File: src/rtl/sdp_ram_init.sv
`timescale 1ns/1ps
// sdp_ram_init: simple dual-port RAM with byte enables, write-first collisions and post-reset clear (SDP_RAM_OUT_REG_EN adds a read output stage)
module sdp_ram_init #(
  parameter int DATA_W = 16,
  parameter int ADDR_W = 4,
  parameter int BE_W = DATA_W/8
) (
  input  logic              clk,
  input  logic              rst_n,
  input  logic              wr_en,
  input  logic [ADDR_W-1:0] wr_addr,
  input  logic [DATA_W-1:0] wr_data,
  input  logic [BE_W-1:0]   wr_be,
  input  logic              rd_en,
  input  logic [ADDR_W-1:0] rd_addr,
  output logic [DATA_W-1:0] rd_data,
  output logic              rd_valid,
  output logic              init_busy,
  output logic              wr_err
);
  localparam int DEPTH = 2**ADDR_W;
  typedef enum logic {INIT, RUN} state_t;
  state_t state_q, state_d;
  logic [ADDR_W-1:0] clr_addr_q, clr_addr_d;
  logic [DATA_W-1:0] mem [DEPTH];
  logic wr_err_q, wr_err_d, rd_valid_q, rd_valid_d;
  logic [DATA_W-1:0] rd_data_q, rd_data_d, rd_word;
  logic wr_fire, rd_fire, mem_we;
  logic [ADDR_W-1:0] mem_addr;
  logic [DATA_W-1:0] mem_wdata;
  logic [BE_W-1:0] mem_be;

  // Clear counter walks the whole array once, then hands over to RUN
  always_comb begin
    state_d = state_q;
    clr_addr_d = clr_addr_q;
    if (state_q == INIT) begin
      clr_addr_d = clr_addr_q + 1'b1;
      if (&clr_addr_q) state_d = RUN;
    end
  end

  // Write port mux: the clear sequence owns the array during INIT and user writes are dropped
  always_comb begin
    wr_fire = (state_q == RUN) && wr_en;
    rd_fire = (state_q == RUN) && rd_en;
    mem_we = (state_q == INIT) || wr_fire;
    mem_addr = (state_q == INIT) ? clr_addr_q : wr_addr;
    mem_wdata = (state_q == INIT) ? '0 : wr_data;
    mem_be = (state_q == INIT) ? '1 : wr_be;
    wr_err_d = (state_q == INIT) && wr_en;
  end

  // Write-first read: lanes written this cycle at the read address bypass the array
  always_comb begin
    rd_word = mem[rd_addr];
    for (int i = 0; i < BE_W; i++)
      if (wr_fire && wr_addr == rd_addr && wr_be[i]) rd_word[8*i +: 8] = wr_data[8*i +: 8];
  end

  // Byte-lane array writes; contents are defined only by the clear sequence
  always_ff @(posedge clk)
    for (int i = 0; i < BE_W; i++)
      if (mem_we && mem_be[i]) mem[mem_addr][8*i +: 8] <= mem_wdata[8*i +: 8];

`ifdef SDP_RAM_OUT_REG_EN
  logic [DATA_W-1:0] pipe_q, pipe_d;
  logic pipe_v_q, pipe_v_d;

  // Two-stage read path: merge is captured at issue, second stage only re-times it
  always_comb begin
    pipe_v_d = rd_fire;
    pipe_d = rd_fire ? rd_word : pipe_q;
    rd_valid_d = pipe_v_q;
    rd_data_d = pipe_v_q ? pipe_q : rd_data_q;
  end

  // First read stage register; reset drops any in-flight result
  always_ff @(posedge clk or negedge rst_n) begin
    if (!rst_n) begin
      pipe_q <= '0;
      pipe_v_q <= 1'b0;
    end else begin
      pipe_q <= pipe_d;
      pipe_v_q <= pipe_v_d;
    end
  end
`else
  // Single-stage read path: result holds when no read is issued
  always_comb begin
    rd_valid_d = rd_fire;
    rd_data_d = rd_fire ? rd_word : rd_data_q;
  end
`endif

  // Control and output registers
  always_ff @(posedge clk or negedge rst_n) begin
    if (!rst_n) begin
      state_q <= INIT;
      clr_addr_q <= '0;
      wr_err_q <= 1'b0;
      rd_valid_q <= 1'b0;
      rd_data_q <= '0;
    end else begin
      state_q <= state_d;
      clr_addr_q <= clr_addr_d;
      wr_err_q <= wr_err_d;
      rd_valid_q <= rd_valid_d;
      rd_data_q <= rd_data_d;
    end
  end

  assign init_busy = (state_q == INIT);
  assign wr_err = wr_err_q;
  assign rd_valid = rd_valid_q;
  assign rd_data = rd_data_q;
endmodule

File: config.mk
export PLATFORM = sky130hd
export DESIGN_NAME = sdp_ram_init
export DESIGN_NICKNAME = d
export VERILOG_FILES = /design/src/rtl/sdp_ram_init.sv
export SDC_FILE = /design/constraint.sdc
export NUM_CORES = 1
export LEC_CHECK = 0
export CAP_MARGIN = 40
export CORE_MARGIN = 5
export CORE_UTILIZATION = 45
export DETAILED_ROUTE_END_ITERATION = 6
export SLEW_MARGIN = 5
export SYNTH_ARGS = -nofsm -noshare
export SYNTH_HDL_FRONTEND = slang
export SYNTH_SLANG_ARGS = --single-unit
export TNS_END_PERCENT = 10
File: constraint.sdc
create_clock -name clk -period 2.7 [get_ports clk]
set_clock_uncertainty 0.15 [all_clocks]
set_input_delay 0.54 -clock clk [delete_from_list [all_inputs] [get_ports clk]]
set_output_delay 0.54 -clock clk [all_outputs]
set_load 0.01 [all_outputs]
==> flow_summary.yaml <==
timing:
  clock.fmax_mhz: 393
  slew_headroom: 0.410
  slew_viol_final: 0
  rsz0062_at_grt: "no"
  finalHoldViolations: 0
  tns_ns: 0
  setup_viol: 0
  tightest_slew_ns: 0.885
  post-route-min-period_ns: 2.55
  min_period_over_period: 0.943
worst_setup_path:
  crit_path_start: "state_q"
  cp_data_required_time_ns: 2.01
  worstSetupEndpoint: "init_busy"
  reg2regPathDepth: 5
  endpoint_kind: "primary output"
  r2r_slack_ns: 0.42
  r2r-start: "state_q"
  cp.arrival_ns: 1.86
  critical_path.max_fanout: 10
  critical_path_class: "register to primary output"
  worstReg2RegEnd: "rd_data[5]"
  start_kind: "register"
finish:
  fin_nets: 733
  layout-drive-gt1-share: 0.259
  postLayoutCoreUtil: 0.547
  area_growth_pct: 18.9
  diodes: 0
min_path:
  hold_class: "input port to asynchronous set/reset pin"
synth:
  synthFlopType: "edfxtp_1"
  postSynthAreaPerCell_um2: 19.2
  syn_area_um2: 11200
  syn_nets: 617
  ys_types: 43
  ys_top_cells_by_area: "edfxtp_1, mux4_2, dfrtp_1"
  ys_ff_latch: 279
  synthCells: 586
  yosysSeqAreaShare: 0.735
  ys_warn_count: 0
  synthDominantCellAreaShare: 0.684
  yosys.area.top_type: "edfxtp_1"
  synth_edf_count: 256
  ys_async_sr_fraction: 0.0824
floorplanning:
  io_pins: 49
  initial_core_util: 0.460
  coreArea_um2: 24500
  fp.dieW_um: 168
  dieArea_um2: 28200
  rows: 57
  die_h_um: 168
pwr:
  p_total_mw: 9.09
  power.leakage_nw: 4.51
  intPower_mw: 7.19
  ir_worst_vdd_v: 0.000443
  seq_power_share: 0.526
  power.switching_mw: 1.90
  p_per_area_nw_per_um2: 680
  pwr-share-comb: 0.070
  swShare: 0.209
  clock_power_share: 0.404
detailed_routing:
  wirelength_um: 22600
  post_drt_wl_per_cell_um: 21.6
  route.detailed.drc: 0
  first_pass_iters: 5
  num_vias: 5676
  first_iter_violations: 471
  viasPerCell: 5.43
  ant_nets: 0
grt:
  grt_first_pass_wirelength_um: 35600
  grt_max_degree: 67
  grt_antenna_before_repair: 0
  grt_pass1_vias: 6025
  grt-ovfl-total: 0
  grt.total_usage: 0.161
clocking:
  clock_latency_ns: 0.52
  cts_inserted_buffers: 27
  clock_sinks: 279
  cts_hold_buf: 0
  cts_root_buf: "clkbuf_16"
  clkTransAtPathRegs_ns: 0.07
  cts_buffer_depth: 3
  cts_resized: 0
  tritoncts: "built"
  postCtsSetupRepairBufs: 0
  cts_max_level: 1
job:
  max_cap_violations: 0
placement:
  place.port_buffers: 48
  gp_congestion: 0.836
  place_hpwl_um: 15600
status:
  status: "finished, final reports clean"
[stage by stage]
step	cells	area, µm²	hold WS [ns]	setup WS [ns]
after global placement	984	12400	0.412	-0.163
after detailed placement	997	12500	0.412	-0.0515
after global routing	1046	13400	0.260	0.109
after CTS	1046	13400	0.246	0.150
final	1046	13400	0.251	0.155
after floorplan	586	11200	0.0944	0.574
[power groups by stage]
stage          Combinational [mW]  Clock (mW)  Sequential [mW]
6_report                    0.638        3.67             4.78
5_1_grt                     0.690        3.96             4.78
4_1_cts                     0.643        3.75             4.78
3_5_place_dp                0.640           0             4.87
3_3_place_gp                0.616           0             4.87
2_1_floorplan               0.338           0             4.89
[per-layer routing]
metal | track usage | wire [µm]
met2 | 0.250 | 10400
met5 | 0 | 0
met1 | 0.243 | 10400
met4 | 0.0360 | 336
met3 | 0.0286 | 1470
[worst min-delay path by stage]
stage / start / endpoint / slack [ns] / depth (start not counted)
CTS: rst_n / rd_data[14] / 0.25 / 2
global route: rst_n / rd_data[12] / 0.26 / 2
finish: rst_n / rd_data[12] / 0.25 / 2
floorplan: rst_n / clr_addr_q[0] / 0.09 / 0
detailed placement: rd_data[10] / rd_data[10] / 0.41 / 2
global placement: rd_data[10] / rd_data[10] / 0.41 / 2
[area by class of cell]
class | count | area [µm²]
tap | 324 | 405
inverter | 20 | 75.1
timing repair buffer | 114 | 1020
fill | 1869 | 11100
multi-input combinational | 260 | 2730
clock buffer | 29 | 683
sequential | 279 | 8260
clock inverter | 20 | 193
[cell usage after synthesis, types with 3 or more instances]
cell type,n
nor2b_1,3
buf_2,8
a221oi_1,16
dfrtp_1,23
inv_1,19
a22o_1,32
clkbuf_1,8
xor2_2,3
nand2_1,19
xnor2_1,5
nor2_1,84
buf_6,5
edfxtp_1,256
mux4_2,64
[worst max-delay path: stages (launching register included)]
cell             delay, ns
dfrtp_1               0.37
inv_1                 0.16
buf_4                 0.24
clkdlybuf4s50_1       0.56
[sequential cells by signal (all words and copies together), names as in the netlist]
name        count
clr_addr_q      4
wr_err          1
rd_valid        1
rd_data        16
mem           256
state_q         1
[placed cells by master (no fill, tap or decap), types with 3 or more instances in the layout]
master,n
inv_1,19
clkdlybuf4s50_1,46
a221oi_1,16
edfxtp_1,256
xor2_2,3
clkinvlp_4,4
clkinv_2,5
buf_4,62
a22o_1,32
bufinv_16,3
dfrtp_1,23
nor2b_1,3
xnor2_1,5
clkbuf_16,27
buf_12,4
nor2_1,84
nand2_1,19
mux4_2,64
clkinv_1,6
[kinds of logic (layout without fill, tap and decap cells)]
group | count (synthesis) | in the layout | synth area share
flops | 279 | 279 | 0.735
simple gates | 121 | 121 | 0.0477
mux | 68 | 68 | 0.134
compound gates | 61 | 61 | 0.0500
buf+inv | 47 | 183 | 0.0226
xor+xnor | 9 | 9 | 0.00968
fa+ha+maj | 1 | 1 | 0.00111
Power figures use the tool's default switching activity.
